`src/rtl/unified_cache_mem_scheduler_if.sv`:
```
// unified_cache_mem_scheduler_if: bank miss/writeback requests and the to-memory packet port
`ifndef UNIFIED_CACHE_PACKET_WIDTH_IN_BITS
`define UNIFIED_CACHE_PACKET_WIDTH_IN_BITS 32
`endif
interface unified_cache_mem_scheduler_if #(
  parameter int NUM_BANK        = 4,
  parameter int PACKET_WIDTH    = `UNIFIED_CACHE_PACKET_WIDTH_IN_BITS,
  parameter int MAX_OUTSTANDING = 4
);
  localparam int CW = $clog2(MAX_OUTSTANDING + 1);
  logic [NUM_BANK*PACKET_WIDTH-1:0] miss_request_flatted_in;
  logic [NUM_BANK-1:0]              miss_request_valid_flatted_in;
  logic [NUM_BANK-1:0]              miss_request_critical_flatted_in;
  logic [NUM_BANK-1:0]              miss_request_ack_out;
  logic [NUM_BANK*PACKET_WIDTH-1:0] writeback_request_flatted_in;
  logic [NUM_BANK-1:0]              writeback_request_valid_flatted_in;
  logic [NUM_BANK-1:0]              writeback_request_critical_flatted_in;
  logic [NUM_BANK-1:0]              writeback_request_ack_out;
  logic [PACKET_WIDTH-1:0]          request_out;
  logic                             request_valid_out;
  logic                             issue_ack_in;
  logic                             fetch_done_in;
  logic [CW-1:0]                    outstanding_count_out;
  modport master (
    output miss_request_flatted_in, miss_request_valid_flatted_in, miss_request_critical_flatted_in,
    output writeback_request_flatted_in, writeback_request_valid_flatted_in, writeback_request_critical_flatted_in,
    output issue_ack_in, fetch_done_in,
    input  miss_request_ack_out, writeback_request_ack_out, request_out, request_valid_out, outstanding_count_out
  );
  modport slave (
    input  miss_request_flatted_in, miss_request_valid_flatted_in, miss_request_critical_flatted_in,
    input  writeback_request_flatted_in, writeback_request_valid_flatted_in, writeback_request_critical_flatted_in,
    input  issue_ack_in, fetch_done_in,
    output miss_request_ack_out, writeback_request_ack_out, request_out, request_valid_out, outstanding_count_out
  );
endinterface

```
`src/rtl/unified_cache_mem_scheduler.sv`:
```
// unified_cache_mem_scheduler: arbitrates bank misses/writebacks into one registered memory request slot
`ifndef UNIFIED_CACHE_PACKET_WIDTH_IN_BITS
`define UNIFIED_CACHE_PACKET_WIDTH_IN_BITS 32
`endif
module unified_cache_mem_scheduler #(
  parameter int NUM_BANK        = 4,
  parameter int PACKET_WIDTH    = `UNIFIED_CACHE_PACKET_WIDTH_IN_BITS,
  parameter int MAX_OUTSTANDING = 4,
  parameter int WB_AGE_LIMIT    = 8
) (
  input logic clk_in,
  input logic reset_in,
  unified_cache_mem_scheduler_if.slave bus
);
  localparam int IW = $clog2(NUM_BANK);
  localparam int CW = $clog2(MAX_OUTSTANDING + 1);
  localparam int AW = $clog2(WB_AGE_LIMIT + 1);
  logic [PACKET_WIDTH-1:0] req_q, req_d;
  logic                    valid_q, valid_d, wb_q, wb_d;
  logic [CW-1:0]           out_q, out_d;
  logic [AW-1:0]           age_q, age_d;
  logic [IW-1:0]           mptr_q, mptr_d, wptr_q, wptr_d, ptr, idx;
  logic [NUM_BANK-1:0]     wv, cw, m, cm, mask, onehot;
  logic [CW:0]             cnt_eff;
  logic                    free, fd, depart, elig, age_max, gnt_wb, gnt;
  assign free    = !valid_q || bus.issue_ack_in;
  assign fd      = bus.fetch_done_in && out_q != '0;
  assign depart  = valid_q && bus.issue_ack_in && !wb_q;
  // A miss sitting in the slot (held or departing) already counts against the in-flight budget
  assign cnt_eff = {1'b0, out_q} + (CW+1)'(valid_q && !wb_q) - (CW+1)'(fd);
  assign elig    = cnt_eff < (CW+1)'(MAX_OUTSTANDING);
  assign age_max = age_q == AW'(WB_AGE_LIMIT);
  assign wv      = bus.writeback_request_valid_flatted_in;
  assign cw      = wv & bus.writeback_request_critical_flatted_in;
  assign m       = bus.miss_request_valid_flatted_in & {NUM_BANK{elig}};
  assign cm      = m & bus.miss_request_critical_flatted_in;
  // Class choice: critical wb, critical miss, aged wb, miss, then wb
  assign gnt_wb  = |cw || (!(|cm) && |wv && (age_max || !(|m)));
  assign mask    = gnt_wb ? (|cw ? cw : wv) : (|cm ? cm : m);
  assign ptr     = gnt_wb ? wptr_q : mptr_q;
  assign gnt     = reset_in && free && |mask;
  assign onehot  = NUM_BANK'(1) << idx;
  // Round-robin pick: descending scan so the bank nearest after ptr wins
  always_comb begin
    idx = '0;
    for (int i = NUM_BANK; i >= 1; i--) if (mask[(int'(ptr) + i) % NUM_BANK]) idx = IW'((int'(ptr) + i) % NUM_BANK);
  end
  // Next-state for slot, pointers, in-flight count and writeback age
  always_comb begin
    valid_d = gnt || (valid_q && !bus.issue_ack_in);
    req_d   = !gnt ? req_q : gnt_wb ? bus.writeback_request_flatted_in[int'(idx)*PACKET_WIDTH +: PACKET_WIDTH]
                                    : bus.miss_request_flatted_in[int'(idx)*PACKET_WIDTH +: PACKET_WIDTH];
    wb_d    = gnt ? gnt_wb : wb_q;
    mptr_d  = (gnt && !gnt_wb) ? idx : mptr_q;
    wptr_d  = (gnt && gnt_wb) ? idx : wptr_q;
    out_d   = out_q + CW'(depart) - CW'(fd);
    age_d   = (!(|wv) || (gnt && gnt_wb)) ? '0 : age_max ? age_q : age_q + 1'b1;
  end
  // State registers with asynchronous active-low clear
  always_ff @(posedge clk_in or negedge reset_in) begin
    if (!reset_in) begin
      req_q   <= '0;
      valid_q <= 1'b0;
      wb_q    <= 1'b0;
      out_q   <= '0;
      age_q   <= '0;
      mptr_q  <= IW'(NUM_BANK - 1);
      wptr_q  <= IW'(NUM_BANK - 1);
    end else begin
      req_q   <= req_d;
      valid_q <= valid_d;
      wb_q    <= wb_d;
      out_q   <= out_d;
      age_q   <= age_d;
      mptr_q  <= mptr_d;
      wptr_q  <= wptr_d;
    end
  end
  assign bus.miss_request_ack_out      = (gnt && !gnt_wb) ? onehot : '0;
  assign bus.writeback_request_ack_out = (gnt && gnt_wb) ? onehot : '0;
  assign bus.request_out               = req_q;
  assign bus.request_valid_out         = valid_q;
  assign bus.outstanding_count_out     = out_q;
endmodule

```
`src/flat_wrapper.sv`:
```
// flat-port wrapper written by rule: the top's interface ports become plain ports
module unified_cache_mem_scheduler_flat 
#(
  parameter int NUM_BANK        = 4,
  parameter int PACKET_WIDTH    = `UNIFIED_CACHE_PACKET_WIDTH_IN_BITS,
  parameter int MAX_OUTSTANDING = 4,
  parameter int WB_AGE_LIMIT    = 8
)
  (clk_in, reset_in, bus_miss_request_flatted_in, bus_miss_request_valid_flatted_in, bus_miss_request_critical_flatted_in, bus_writeback_request_flatted_in, bus_writeback_request_valid_flatted_in, bus_writeback_request_critical_flatted_in, bus_issue_ack_in, bus_fetch_done_in, bus_miss_request_ack_out, bus_writeback_request_ack_out, bus_request_out, bus_request_valid_out, bus_outstanding_count_out);
  unified_cache_mem_scheduler_if #(.NUM_BANK(NUM_BANK), .PACKET_WIDTH(PACKET_WIDTH), .MAX_OUTSTANDING(MAX_OUTSTANDING)) bus_i ();
  input logic clk_in;
  input logic reset_in;
  input wire logic [$bits(bus_i.miss_request_flatted_in)-1:0] bus_miss_request_flatted_in;
  input wire logic [$bits(bus_i.miss_request_valid_flatted_in)-1:0] bus_miss_request_valid_flatted_in;
  input wire logic [$bits(bus_i.miss_request_critical_flatted_in)-1:0] bus_miss_request_critical_flatted_in;
  input wire logic [$bits(bus_i.writeback_request_flatted_in)-1:0] bus_writeback_request_flatted_in;
  input wire logic [$bits(bus_i.writeback_request_valid_flatted_in)-1:0] bus_writeback_request_valid_flatted_in;
  input wire logic [$bits(bus_i.writeback_request_critical_flatted_in)-1:0] bus_writeback_request_critical_flatted_in;
  input wire logic [$bits(bus_i.issue_ack_in)-1:0] bus_issue_ack_in;
  input wire logic [$bits(bus_i.fetch_done_in)-1:0] bus_fetch_done_in;
  output wire logic [$bits(bus_i.miss_request_ack_out)-1:0] bus_miss_request_ack_out;
  output wire logic [$bits(bus_i.writeback_request_ack_out)-1:0] bus_writeback_request_ack_out;
  output wire logic [$bits(bus_i.request_out)-1:0] bus_request_out;
  output wire logic [$bits(bus_i.request_valid_out)-1:0] bus_request_valid_out;
  output wire logic [$bits(bus_i.outstanding_count_out)-1:0] bus_outstanding_count_out;
  assign bus_i.miss_request_flatted_in = bus_miss_request_flatted_in;
  assign bus_i.miss_request_valid_flatted_in = bus_miss_request_valid_flatted_in;
  assign bus_i.miss_request_critical_flatted_in = bus_miss_request_critical_flatted_in;
  assign bus_i.writeback_request_flatted_in = bus_writeback_request_flatted_in;
  assign bus_i.writeback_request_valid_flatted_in = bus_writeback_request_valid_flatted_in;
  assign bus_i.writeback_request_critical_flatted_in = bus_writeback_request_critical_flatted_in;
  assign bus_i.issue_ack_in = bus_issue_ack_in;
  assign bus_i.fetch_done_in = bus_fetch_done_in;
  assign bus_miss_request_ack_out = bus_i.miss_request_ack_out;
  assign bus_writeback_request_ack_out = bus_i.writeback_request_ack_out;
  assign bus_request_out = bus_i.request_out;
  assign bus_request_valid_out = bus_i.request_valid_out;
  assign bus_outstanding_count_out = bus_i.outstanding_count_out;
  unified_cache_mem_scheduler #(.NUM_BANK(NUM_BANK), .PACKET_WIDTH(PACKET_WIDTH), .MAX_OUTSTANDING(MAX_OUTSTANDING), .WB_AGE_LIMIT(WB_AGE_LIMIT)) u_core (.clk_in(clk_in), .reset_in(reset_in), .bus(bus_i));
endmodule
```
`config.mk`:
```
export PLATFORM = sky130hd
export DESIGN_NAME = unified_cache_mem_scheduler_flat
export DESIGN_NICKNAME = d
export VERILOG_FILES = /design/src/rtl/unified_cache_mem_scheduler_if.sv /design/src/rtl/unified_cache_mem_scheduler.sv /design/src/flat_wrapper.sv
export SDC_FILE = /design/constraint.sdc
export NUM_CORES = 1
export LEC_CHECK = 0
export CAP_MARGIN = 20
export CORE_AREA = 2 2 126 128
export CTS_BUF_LIST = sky130_fd_sc_hd__clkbuf_4
export CTS_CLUSTER_SIZE = 10
export DETAILED_ROUTE_END_ITERATION = 10
export DIE_AREA = 0 0 128 130
export GPL_ROUTABILITY_DRIVEN = 1
export GPL_TIMING_DRIVEN = 0
export HOLD_SLACK_MARGIN = 0.1
export PLACE_DENSITY = 0.75
export SETUP_SLACK_MARGIN = 0.15
export SLEW_MARGIN = 15
export SYNTH_ARGS = -nofsm -noshare
export SYNTH_HDL_FRONTEND = slang
export SYNTH_SLANG_ARGS = --single-unit
```
`constraint.sdc`:
```
create_clock -name clk_in -period 5.75 [get_ports clk_in]
set_input_delay 1.15 -clock clk_in [delete_from_list [all_inputs] [get_ports clk_in]]
set_output_delay 1.15 -clock clk_in [all_outputs]
set_load 0.05 [all_outputs]
```
Word level (Yosys, flattened, before mapping)
Index checks and enable logic that the tools add are counted.
- add/subtract/negate cells: 9
- order comparisons: 5
- eq/ne operators: 2
- shifts and indexed selects: 3
- muxes and demuxes: 25
- bitwise operators: 7
- reductions and logical operators: 33
- operator list (operator ; number):
    $shiftx 128x8->32 ; 2
    $mux 32 ; 1
    $mux 4 ; 7
    $reduce_or 4->1 ; 5
    $lt 3x4->1 const B ; 4
    $and 4x4->4 ; 3
    $logic_and 1x1->1 ; 11
    $mux 2 ; 5
    $bmux 1 s2 ; 4
    $mux 1 ; 8
    $reduce_or 2->1 ; 4
    $logic_not 1->1 ; 7
    $logic_or 1x1->1 ; 5
    $add 2x1->2 const B ; 2
    $add 2x2->2 const B ; 2
    $add 3x1->4 ; 1
    $add 4x1->4 const B ; 1
    $and 1x1->1 const A ; 4
    $eq 4x4->1 const B ; 1
    $lt 4x3->1 const B ; 1
    $shl 1x2->4 const A ; 1
    $sub 4x1->4 ; 1
    $add 3x1->3 ; 1
    $reduce_bool 3->1 ; 1
    2 further kinds ; 2
- bits in registers: 45
- bits of input ports: 276

Logic depth before layout (Yosys ltp)
Gate-level depths: netlist of the first run.
- depth in word-level cells: 25
- mapped depth: 15
- mapped depth without buffers: 13

Worst setup path after synthesis of the first run
Ideal clock, no wire load.
- path type: input port to output port
- start: in bus_fetch_done_in
- end: out bus_miss_request_ack_out[3]
- arrival time: 4707 ps
- setup slack: -107 ps
- stages: 14
- path buffers: 1
- cell sequence: o31a_1 > ha_1 > inv_1 > ha_1 > nand4bb_4 > a211oi_1 > a211oi_1 > or3_1 > a222oi_1 > a221oi_2 > nor2_4 > buf_2 > nand2_1 > nor2_1
- longest elaborated chain between the ends: 21
- RTL lines (element ; RTL line ; source):
    start: declaration ; flat_wrapper.sv:20 ; input wire logic [$bits(bus_i.fetch_done_in)-1:0] bus_fetch_done_in;
    $logic_and 1x1->1 (*) ; unified_cache_mem_scheduler.sv:27 ; assign fd = bus.fetch_done_in && out_q != '0;
    $sub 4x1->4 (*) ; unified_cache_mem_scheduler.sv:30 ; assign cnt_eff = {1'b0, out_q} + (CW+1)'(valid_q && !wb_q) - (CW+1)'(fd);
    $lt 4x3->1 (*) ; unified_cache_mem_scheduler.sv:31 ; assign elig = cnt_eff < (CW+1)'(MAX_OUTSTANDING);
    $and 4x4->4 (*) ; unified_cache_mem_scheduler.sv:35 ; assign m = bus.miss_request_valid_flatted_in & {NUM_BANK{elig}};
    $and 4x4->4 ; unified_cache_mem_scheduler.sv:36 ; assign cm = m & bus.miss_request_critical_flatted_in;
    $reduce_or 4->1 ; unified_cache_mem_scheduler.sv:38, unified_cache_mem_scheduler.sv:39 ;
    $logic_not 1->1 ; unified_cache_mem_scheduler.sv:38 ; assign gnt_wb = |cw || (!(|cm) && |wv && (age_max || !(|m)));
    $logic_and 1x1->1 (2 in series) ; unified_cache_mem_scheduler.sv:38 ;
    $logic_or 1x1->1 ; unified_cache_mem_scheduler.sv:38 ;
    $mux 2 ; unified_cache_mem_scheduler.sv:40 ; assign ptr = gnt_wb ? wptr_q : mptr_q;
    $add 2x1->2 ; unified_cache_mem_scheduler.sv:46 ; for (int i = NUM_BANK; i >= 1; i--) if (mask[(int'(ptr) + i) % NUM_BANK]) idx = IW'((int'(ptr) + i) % NUM_BANK ...
    $bmux 1 s2 ; unified_cache_mem_scheduler.sv:46 ;
    $mux 1 (implied by the code) (2 in series) ; unified_cache_mem_scheduler.sv:46 ;
    $mux 2 (4 in series) ; unified_cache_mem_scheduler.sv:46 ;
    $shl 1x2->4 ; unified_cache_mem_scheduler.sv:42 ; assign onehot = NUM_BANK'(1) << idx;
    $mux 4 (*) ; unified_cache_mem_scheduler.sv:79 ; assign bus.miss_request_ack_out = (gnt && !gnt_wb) ? onehot : '0;
    end: declaration ; flat_wrapper.sv:21 ; output wire logic [$bits(bus_i.miss_request_ack_out)-1:0] bus_miss_request_ack_out;
Mark *: on every way between the ends. The rest lies on a longest branch, timed or not. The select of a mux whose other input is x is not followed.

Worst setup path after layout of the first run
- start: in bus_fetch_done_in
- end: out bus_miss_request_ack_out[2]
The elaborated chain is that of the path after synthesis.

==> run metrics, run 1 <==
Pre-Repair DR Iteration Count 8; critical path's largest stage delay around 0.3 ns; fin nets about 1,200; first-pass GRT wire length approximately 33 mm; number of remaining DRC errors 0; Starting Density roughly a third; core area ~15,000 um^2; Syn. warnings 0; FF+latch count, synth 45; FP Rows 46; CP dominant cell by count buf_4; Hold WC Path Type flop to flop; ranking of synthesized cells by area mux2_2, dfrtp_1, mux2i_1; max-cap violation count 0; CTS tree done; setup TNS 0 ns; Placed Area ~8700 um^2; TritonCTS buffer count 5; kind of critical path primary input to primary output; f_max roughly 180 MHz; share of the synthesized area in the top cell type between 20% and 30%; Die Y roughly 130 um; vias in the first global route 6,070; Total GRT Usage around a quarter; Critical Path AT about 4.4 ns; max_slew headroom 35.3%; syn nets ~850; wire per inst 20.4 um; initial antenna violation count 1; cell taking the most area after synthesis mux2_2; Mapped Area 5200 um^2; Crit. End Element primary output; Mapped Cells roughly 560; Peak supply drop between 0.15 and 0.2 mV; total power around 4.3 mW; number of I/O pins 320; Post-Syn Area per Cell 9.25 um^2; largest net degree at the start of global routing 27; leakage power between 3 and 4 nW; worst-path maximum fanout 6; Power Dens Cells around 470 nW/um^2; Post-Place Cells about 1,100; final setup fails 0; outcome finished clean; RSZ-0062 raised after global routing true; EDFF count, synth 0; CP required about 4.6 ns; Port Buffer Count 319; antenna-violating nets left 0; CP Cell Sequence dlygate4sd2_1 > o31a_1 > ha_2 > inv_2 > ha_4 > buf_4 > xnor2_1 > o22ai_4 > buf_4 > a211oi_2 > nor2_2 > buf_4 > buf_4 > o21ai_1 > nor2_2 > buf_6 > nor2_1 > nand2_2 > nor2_2 > buf_6; min cycle time layout 5.50 ns; layout cells sized above 1 29.3%; post-DR vias/cell 5.46; Final Cell Area about 9200 um^2; most frequent cells in the layout clkdlybuf4s50_1, mux2_2, nor2_1, nand3_1, dfrtp_1; Worst Skew 0.0232 ns; synth unique cells 62; clk sinks 45; Routed WL between 20 and 25 mm; Slew Viols, Final 0; Bufs on Longest Clock Path 2; latest clock arrival within the worst-skew pair around 0.38 ns; hold path cells 2; Area Overhead vs Synth 76.8%; cells on worst reg2reg path 18; Final period util 95.7%; Die Footprint ~17,000 um^2; total gr overflow 0; CTS clock-pin slew for the worst setup and hold paths roughly 0.13 ns; post-DP HPWL 17.3 mm; slowest CP cell o21ai_1; DR vias just over 6,000; Synth Flop Type dfrtp_1; Seq/Total Area, Yosys a little over a fifth; commonest non-fill, non-tap cell in the layout clkdlybuf4s50_1; H-tree Lvls 2; DRT iter0 DRCs roughly 270; share of flip-flops with an asynchronous set or reset 100%; final instance count without filler cells 1,110; Die Wd between 100 and 150 um; crit start category primary input; gpl congestion a little under 0.9; Worst Tran Pin Value just under 1 ns; clock root buffer clkbuf_4; Hold Fails Final Rpt 0
## Yosys cell counts (8+ instances only)
master and count:
a221oi_1 32, a31oi_1 32, buf_2 8, buf_6 10, clkbuf_1 28, dfrtp_1 41, inv_1 10, mux2_2 98
mux2i_1 34, nand2_1 14, nand3_1 43, nand3_2 27, nor2_1 52, nor3_2 29, o21ai_0 9
## repair_timing
| action | CTS | global route |
|---|---|---|
| pin swaps | 13 | 13 |
| cloned | 0 | 0 |
| endpoints found under the setup margin | 8 | 8 |
| buffers inserted | 18 | 10 |
| hold buffers | 0 | 0 |
| gates resized for setup | 91 | 16 |
## flip-flops by register name, indices dropped and copies added (netlist names)
| register | flops |
|---|---|
| u_core.age_q | 4 |
| u_core.bus.outstanding_count_out | 3 |
| u_core.wb_q | 1 |
| u_core.wptr_q | 2 |
| u_core.mptr_q | 2 |
| u_core.bus.request_valid_out | 1 |
| u_core.bus.request_out | 32 |
## path summary, 6_finish.rpt
path                       slack, ns                                     startpoint                                      to
max                             0.25                              bus_fetch_done_in             bus_miss_request_ack_out[2]
min                             0.51                   u_core.wptr_q[1]$_DFFE_PN1P_            u_core.wptr_q[1]$_DFFE_PN1P_
max reg2reg                     1.06  u_core.bus.outstanding_count_out[1]$_DFF_PN0_  u_core.bus.request_out[11]$_DFFE_PN0P_
min reg2reg                     0.51                   u_core.wptr_q[1]$_DFFE_PN1P_            u_core.wptr_q[1]$_DFFE_PN1P_
max in group asynchronous       4.31                                       reset_in            u_core.wptr_q[1]$_DFFE_PN1P_
min in group asynchronous       0.80                                       reset_in  u_core.bus.request_out[25]$_DFFE_PN0P_
## stage by stage
stage,utilization [%],setup WS [ns],hold WS [ns]
after floorplan,-,0.0442,0.473
after global placement,56.1,-1.68,0.489
after detailed placement,56.3,-1.76,0.492
after CTS,58.7,0.194,0.510
after global routing,59.6,0.0769,0.528
final,59.6,0.248,0.512
## per-layer routing
metal  track usage [%]  part of all wire [%]  up-vias  routed length [um]
li1                  -                     -     2865                   -
met1              32.5                    41     2897                9320
met2              46.0                    50      273               11400
met3              4.26                   6.4       30                1440
met4              6.85                   2.2        0                 490
met5                 0                     0        -                   0
## critical path: cells and delay by family
family	cells	cell delay [ns]
AOI/OAI and AO/OA	4	0.88
buffers and inverters	8	1.16
adders and majority gates	2	0.33
and+or+nand+nor	5	0.57
xor gates and xnor gates	1	0.26
## cells by family after synthesis
family | count (synthesis) | share of synthesized area [%]
AOI/OAI and AO/OA | 115 | 17.3
xor gates and xnor gates | 4 | 0.674
adders and majority gates | 8 | 2.07
buffers and inverters | 59 | 5.97
DFF | 45 | 21.8
muxes | 132 | 27.8
and+or+nand+nor | 199 | 24.5
## layout make-up
class / count / area, um^2
Clock inverter: 1 / 7.51
Antenna cell: 1 / 2.50
Tap cell: 192 / 240
Inverter: 10 / 37.5
Buffer: 48 / 307
Sequential cell: 45 / 1130
Timing Repair Buffer: 348 / 3420
Clock buffer: 7 / 52.6
Fill cell: 1368 / 6230
Multi-Input combinational cell: 458 / 3990
## report_power, final
group | internal [mW] | switching [mW] | total [mW]
clock | 0.0579 | 0.113 | 0.171
sequential | 0.483 | 0.110 | 0.593
combinational | 1.49 | 2.10 | 3.59
Note: power is estimated with default switching activity, not from simulation.
==> run 2: changes to the inputs <==
Settings changed: PLACE_DENSITY 0.75 to 0.78, SLEW_MARGIN 15 to 25.
==> run 2 against run 1 <==
Sequential cell count stayed put. Combinational power decreased by 1%. Utilization fell by 0.53 points. Cell area shrank 0.88%. Routed wire length increased by 0.97%. Cell count fell by 0.54%. Maximum frequency barely moved. Worst setup slack lost 0.0012 ns. Critical path type unchanged.
==> run metrics, run 2 (synthesis results as in run 1) <==
outcome finished clean (unchanged); Die Y 130 um (unchanged); latest clock arrival within the worst-skew pair 0.38 ns (about the same); most frequent cells in the layout clkdlybuf4s50_1, mux2_2, nor2_1, nand3_1, dfrtp_1 (unchanged); layout cells sized above 1 28.8% (was 29.3%); DR vias 6,102 (was 6,065); Hold WC Path Type flop to flop (unchanged); Power Dens Cells 472 nW/um^2 (was 473 nW/um^2); post-DP HPWL 17.5 mm (was 17.3 mm); Crit. End Element primary output (unchanged); Routed WL 22.9 mm (was 22.7 mm); total gr overflow 0 (unchanged); Hold Worst Slack 0.512 ns (about the same); RSZ-0062 raised after global routing true (unchanged); total power 4.30 mW (was 4.35 mW); gpl congestion 0.882 (was 0.869); vias in the first global route 6,136 (was 6,070); Worst Skew 0.0211 ns (was 0.0232 ns); CP required 4.60 ns (about the same); Total GRT Usage 26.6% (was 25.8%); wire per inst 20.8 um (was 20.4 um); slack of the critical path 0.247 ns (was 0.248 ns); Final period util 95.7% (about the same); fin nets 1,194 (was 1,200); slowest CP cell a211o_2 (was o21ai_1); hold path cells 2 (unchanged); Die Wd 128 um (unchanged); CP Cell Sequence dlygate4sd2_1 > o31a_1 > ha_2 > inv_2 > ha_2 > nand4bb_4 > a211oi_4 > buf_4 > a21oi_4 > o221a_2 > a211o_2 > a221oi_4 > or2_1 > buf_6 > buf_12 > nand2_4 > nor2_2 > buf_6 (was dlygate4sd2_1 > o31a_1 > ha_2 > inv_2 > ha_4 > buf_4 > xnor2_1 > o22ai_4 > buf_4 > a211oi_2 > nor2_2 > buf_4 > buf_4 > o21ai_1 > nor2_2 > buf_6 > nor2_1 > nand2_2 > nor2_2 > buf_6); max FFs per register 32 (unchanged); Pre-Repair DR Iteration Count 5 (was 8); number of I/O pins 320 (unchanged); clock root buffer clkbuf_4 (unchanged); core area 15,400 um^2 (unchanged); Peak supply drop 0.218 mV (was 0.175 mV); crit start category primary input (unchanged); f_max 182 MHz (about the same); Die Footprint 16,600 um^2 (unchanged); number of remaining DRC errors 0 (unchanged); Worst Tran Pin Value 1.02 ns (was 0.970 ns); met2 Usage GRT 45.8% (was 46.0%); critical path's largest stage delay 0.40 ns (was 0.30 ns); kind of critical path primary input to primary output (unchanged); H-tree Lvls 2 (unchanged); Starting Density 33.7% (unchanged); Port Buffer Count 319 (unchanged); Slew Viols, Final 0 (unchanged); final setup fails 0 (unchanged); Area Overhead vs Synth 75.2% (was 76.8%); pre-CTS WS -1.76 ns (about the same); busiest grt layer met2 (unchanged); largest net degree at the start of global routing 48 (was 27); min cycle time layout 5.50 ns (about the same); worst-path maximum fanout 8 (was 6); max-cap violation count 0 (unchanged); met3 Track Usage GR 4.51% (was 4.26%); commonest non-fill, non-tap cell in the layout clkdlybuf4s50_1 (unchanged); initial antenna violation count 1 (unchanged); leakage power 3.28 nW (was 3.31 nW); DRT iter0 DRCs 348 (was 266); Hold Fails Final Rpt 0 (unchanged); clk sinks 45 (unchanged); antenna-violating nets left 0 (unchanged); cells on worst reg2reg path 18 (unchanged); CTS tree done (unchanged); FP Rows 46 (unchanged); Bufs on Longest Clock Path 2 (unchanged); post-DR vias/cell 5.53 (was 5.46); CTS clock-pin slew for the worst setup and hold paths 0.14 ns (was 0.13 ns); Critical Path AT 4.35 ns (about the same); first-pass GRT wire length 34.1 mm (was 33.2 mm); TritonCTS buffer count 5 (unchanged); max_slew headroom 32.2% (was 35.3%); met1 usage 34.4% (was 32.5%)
==> run 2: worst max-delay path: cells and delay by family <==
family          cells  cell delay [ns]
simple gates        4             0.44
fa+ha+maj           2             0.52
buf+inv             6             0.78
compound gates      6             1.44
==> run 2: final timing paths <==
| kind | from | to | slack [ns] |
|---|---|---|---|
| worst max-delay path | bus_fetch_done_in | bus_writeback_request_ack_out[1] | 0.25 |
| worst min-delay path | u_core.wptr_q[1]$_DFFE_PN1P_ | u_core.wptr_q[1]$_DFFE_PN1P_ | 0.51 |
| worst max register to register | u_core.bus.outstanding_count_out[1]$_DFF_PN0_ | u_core.bus.request_out[14]$_DFFE_PN0P_ | 1.10 |
| worst min register to register | u_core.wptr_q[1]$_DFFE_PN1P_ | u_core.wptr_q[1]$_DFFE_PN1P_ | 0.51 |
| max in group asynchronous | reset_in | u_core.age_q[0]$_DFFE_PN0P_ | 4.50 |
| min in group asynchronous | reset_in | u_core.bus.request_out[5]$_DFFE_PN0P_ | 0.79 |
==> run 2: what timing repair did <==
action                                  4_1_cts  5_1_grt
resized for setup                            92       13
endpoints found under the setup margin        8        8
setup buffers                                14        8
hold buffers                                  0        0
pin swaps                                    13       11
==> run 2: layout make-up <==
| cell class | count | area, um^2 |
|---|---|---|
| Fill cell | 1364 | 6320 |
| Multi-Input combinational cell | 458 | 3970 |
| Timing Repair Buffer | 342 | 3360 |
| Sequential cell | 45 | 1130 |
| Buffer | 48 | 307 |
| Tap cell | 192 | 240 |
| Clock buffer | 7 | 52.6 |
| Inverter | 10 | 37.5 |
| Clock inverter | 1 | 3.75 |
| Antenna cell | 1 | 2.50 |
==> run 2: stage by stage <==
step / cell area [um^2] / setup TNS [ns] / instances / utilization [%]
after global placement: 8660 / -11.02 / 1073 / 56.1
final: 9110 / 0 / 1104 / 59.1
after CTS: 9000 / 0 / 1094 / 58.3
after detailed placement: 8660 / -12.87 / 1073 / 56.1
after floorplan: 5230 / 0 / 562 / -
after global routing: 9110 / 0 / 1104 / 59.1
==> run 2: routing by layer <==
layer  vias to the layer above  part of all wire (%)
met4                         0                   2.2
met3                        34                   7.1
met1                      2892                    41
met5                         -                     0
met2                       322                    50
li1                       2854                     -
==> run 2: report_power, final <==
group | internal, mW | leakage [nW] | total (mW) | switching (mW)
logic | 1.45 | 2.74 | 3.54 | 2.09
registers | 0.483 | 0.507 | 0.594 | 0.111
clock network | 0.0567 | 0.0338 | 0.171 | 0.114
==> run 3: changes to the inputs <==
Settings changed: SKIP_CTS_REPAIR_TIMING set to 1.
==> run 3 against run 2 <==
Utilization is 0.34 points higher. Die area did not move. Critical path depth stayed put. Worst hold slack improved by 0.0076 ns. Cell count is 0.45% higher. Critical endpoint is now bus_miss_request_ack_out[1]. Largest cell class unchanged.
==> run metrics, run 3 (synthesis results as in run 1) <==
vias in the first global route 6,024 (was 6,136); layout cells sized above 1 28.9% (was 28.8%); Worst Skew 0.0168 ns (was 0.0211 ns); RSZ-0062 raised after global routing false (was true); Die Footprint 16,600 um^2 (unchanged); clk sinks 45 (unchanged); number of I/O pins 320 (unchanged); final instance count without filler cells 1,109 (was 1,104); max-cap violation count 0 (unchanged); final setup fails 0 (unchanged); Pre-Repair DR Iteration Count 5 (unchanged); slowest CP cell or3_4 (was a211o_2); crit-path leading delay family simple AND/OR/NAND/NOR gates (was compound AO/OA/AOI/OAI gates); Area Overhead vs Synth 76.2% (was 75.2%); FILL cells 1,353 (was 1,364); Post-Place Cells 1,073 (unchanged); crit start category primary input (unchanged); outcome finished clean (unchanged); CP Cell Sequence dlymetal6s2s_1 > o31a_1 > ha_2 > inv_2 > ha_4 > or3b_4 > o22ai_4 > a211oi_4 > or3_4 > a222oi_1 > buf_4 > a221oi_4 > or2_1 > buf_6 > buf_12 > nand2_8 > nor2_2 > buf_6 (was dlygate4sd2_1 > o31a_1 > ha_2 > inv_2 > ha_2 > nand4bb_4 > a211oi_4 > buf_4 > a21oi_4 > o221a_2 > a211o_2 > a221oi_4 > or2_1 > buf_6 > buf_12 > nand2_4 > nor2_2 > buf_6); Power Dens Cells 474 nW/um^2 (was 472 nW/um^2); clock root buffer clkbuf_4 (unchanged); DR vias 6,163 (was 6,102); most frequent cells in the layout clkdlybuf4s50_1, mux2_2, nor2_1, nand3_1, dfrtp_1 (unchanged); largest net degree at the start of global routing 48 (unchanged); Final period util 96.9% (was 95.7%); fin nets 1,199 (was 1,194); number of remaining DRC errors 0 (unchanged); total gr overflow 0 (unchanged); hold path cells 2 (unchanged); wire per inst 20.9 um (was 20.8 um); Die Wd 128 um (unchanged); CP required 4.60 ns (about the same); Critical Path AT 4.42 ns (was 4.35 ns); TritonCTS buffer count 5 (unchanged); Die Y 130 um (unchanged); Peak supply drop 0.218 mV (about the same); cells on worst reg2reg path 18 (unchanged); DRT iter0 DRCs 439 (was 348); Routed WL 23.2 mm (was 22.9 mm); worst-path maximum fanout 6 (was 8); CP dominant cell by count buf_6; leakage power 3.31 nW (was 3.28 nW); core area 15,400 um^2 (unchanged); Multi-input gate area 3990 um^2 (was 3970 um^2); FP Rows 46 (unchanged); Total GRT Usage 25.9% (was 26.6%); CP bufs+invs 6 (unchanged); Hold Worst Slack 0.520 ns (was 0.512 ns); antenna-violating nets left 0 (unchanged); min cycle time layout 5.57 ns (was 5.50 ns); Port Buffer Count 319 (unchanged); first-pass GRT wire length 33.1 mm (was 34.1 mm); Slew Viols, Final 0 (unchanged); gpl congestion 0.882 (unchanged); H-tree Lvls 2 (unchanged); Starting Density 33.7% (unchanged); Worst Tran Pin Value 1.01 ns (was 1.02 ns); worst r2r src u_core.bus.outstanding_count_out[1]$_DFF_PN0_ (unchanged); register area 1130 um^2 (unchanged); Bufs on Longest Clock Path 2 (unchanged); kind of critical path primary input to primary output (unchanged); R2R Setup Slk 1.18 ns (was 1.10 ns); CTS clock-pin slew for the worst setup and hold paths 0.14 ns (about the same); Hold WC Path Type flop to flop (unchanged); hold path endpoint u_core.mptr_q[1]$_DFFE_PN1P_ (was u_core.wptr_q[1]$_DFFE_PN1P_); CTS tree done (unchanged); initial antenna violation count 1 (unchanged); critical path's largest stage delay 0.41 ns (was 0.40 ns); Hold Fails Final Rpt 0 (unchanged); max FFs per register 32 (unchanged); reg2reg end u_core.bus.request_out[14]$_DFFE_PN0P_ (unchanged); max_slew headroom 32.9% (was 32.2%); Crit. End Element primary output (unchanged); hold wc startpoint u_core.mptr_q[1]$_DFFE_PN1P_ (was u_core.wptr_q[1]$_DFFE_PN1P_); commonest non-fill, non-tap cell in the layout clkdlybuf4s50_1 (unchanged); f_max 179 MHz (was 182 MHz); latest clock arrival within the worst-skew pair 0.38 ns (about the same); post-DR vias/cell 5.56 (was 5.53); post-DP HPWL 17.5 mm (unchanged)
run 3: changes by cell type in the layout (fill, tap and decap cells not counted), sizes merged:
cell	before	now
clkbuf	33	36
dlygate4sd2	1	0
buf	54	56
dlymetal6s2s	0	1
run 3: cell type report:
type | instances | share of cell area (%)
Multi-Input combinational cell | 458 | 43.6
Clock buffer | 7 | 0.574
Clock inverter | 1 | 0.0410
Buffer | 48 | 3.24
Inverter | 10 | 0.410
Tap cell | 192 | 2.62
Antenna cell | 1 | 0.0273
Sequential cell | 45 | 12.3
Timing Repair Buffer | 347 | 37.2
run 3: layer usage:
metal  vias up  wire (um)  part of all wire, %  GRT usage, %
met5         -          0                    0             0
met4         0        489                  2.1          7.30
met3        34       1480                  6.4          4.35
met2       302      11600                   50          44.3
met1      2957       9630                   42          33.8
li1       2870          -                    -             -
run 3: how the worst max path moves through the flow:
stage | start | endpoint | slack (ns) | cells after the start
2_1_floorplan | bus_fetch_done_in | bus_writeback_request_ack_out[1] | 0.04 | 15
3_3_place_gp | bus_fetch_done_in | bus_miss_request_ack_out[0] | -1.63 | 14
3_5_place_dp | bus_fetch_done_in | bus_miss_request_ack_out[0] | -1.76 | 14
4_1_cts | bus_fetch_done_in | bus_miss_request_ack_out[0] | -1.85 | 14
5_1_grt | bus_miss_request_valid_flatted_in[0] | bus_miss_request_ack_out[1] | 0.02 | 13
6_report | bus_fetch_done_in | bus_miss_request_ack_out[1] | 0.18 | 18
run 3: worst register-to-register path, stage by stage, from the launching register on:
cell	delay, ns
dfrtp_1	0.47
o31a_1	0.31
ha_2	0.19
inv_2	0.06
ha_4	0.12
buf_4	0.10
o21ai_0	0.15
a211oi_4	0.23
buf_4	0.19
a211oi_1	0.08
nor2_2	0.20
buf_4	0.16
buf_4	0.12
clkbuf_1	0.33
buf_1	0.80
mux2i_1	0.35
nor3_1	0.08
a221oi_1	0.36
a31oi_1	0.15
run 3: per-stage QoR:
stage               utilization (%)  instance area [um^2]  setup TNS (ns)  setup slack [ns]  total power [mW]
finish                         59.4                  9160               0             0.176              4.34
global route                   59.4                  9160               0            0.0234              4.59
CTS                            56.5                  8710          -12.39             -1.85              3.99
detailed placement             56.1                  8660          -12.87             -1.76              3.81
global placement               56.1                  8660          -11.02             -1.63              3.77
floorplan                         -                  5230               0            0.0442              2.76
run 3: power breakdown:
part,internal [mW],switching [mW],total [mW],leakage (nW)
registers,0.483,0.113,0.596,0.507
clock network,0.0568,0.113,0.170,0.0338
logic,1.48,2.10,3.58,2.77
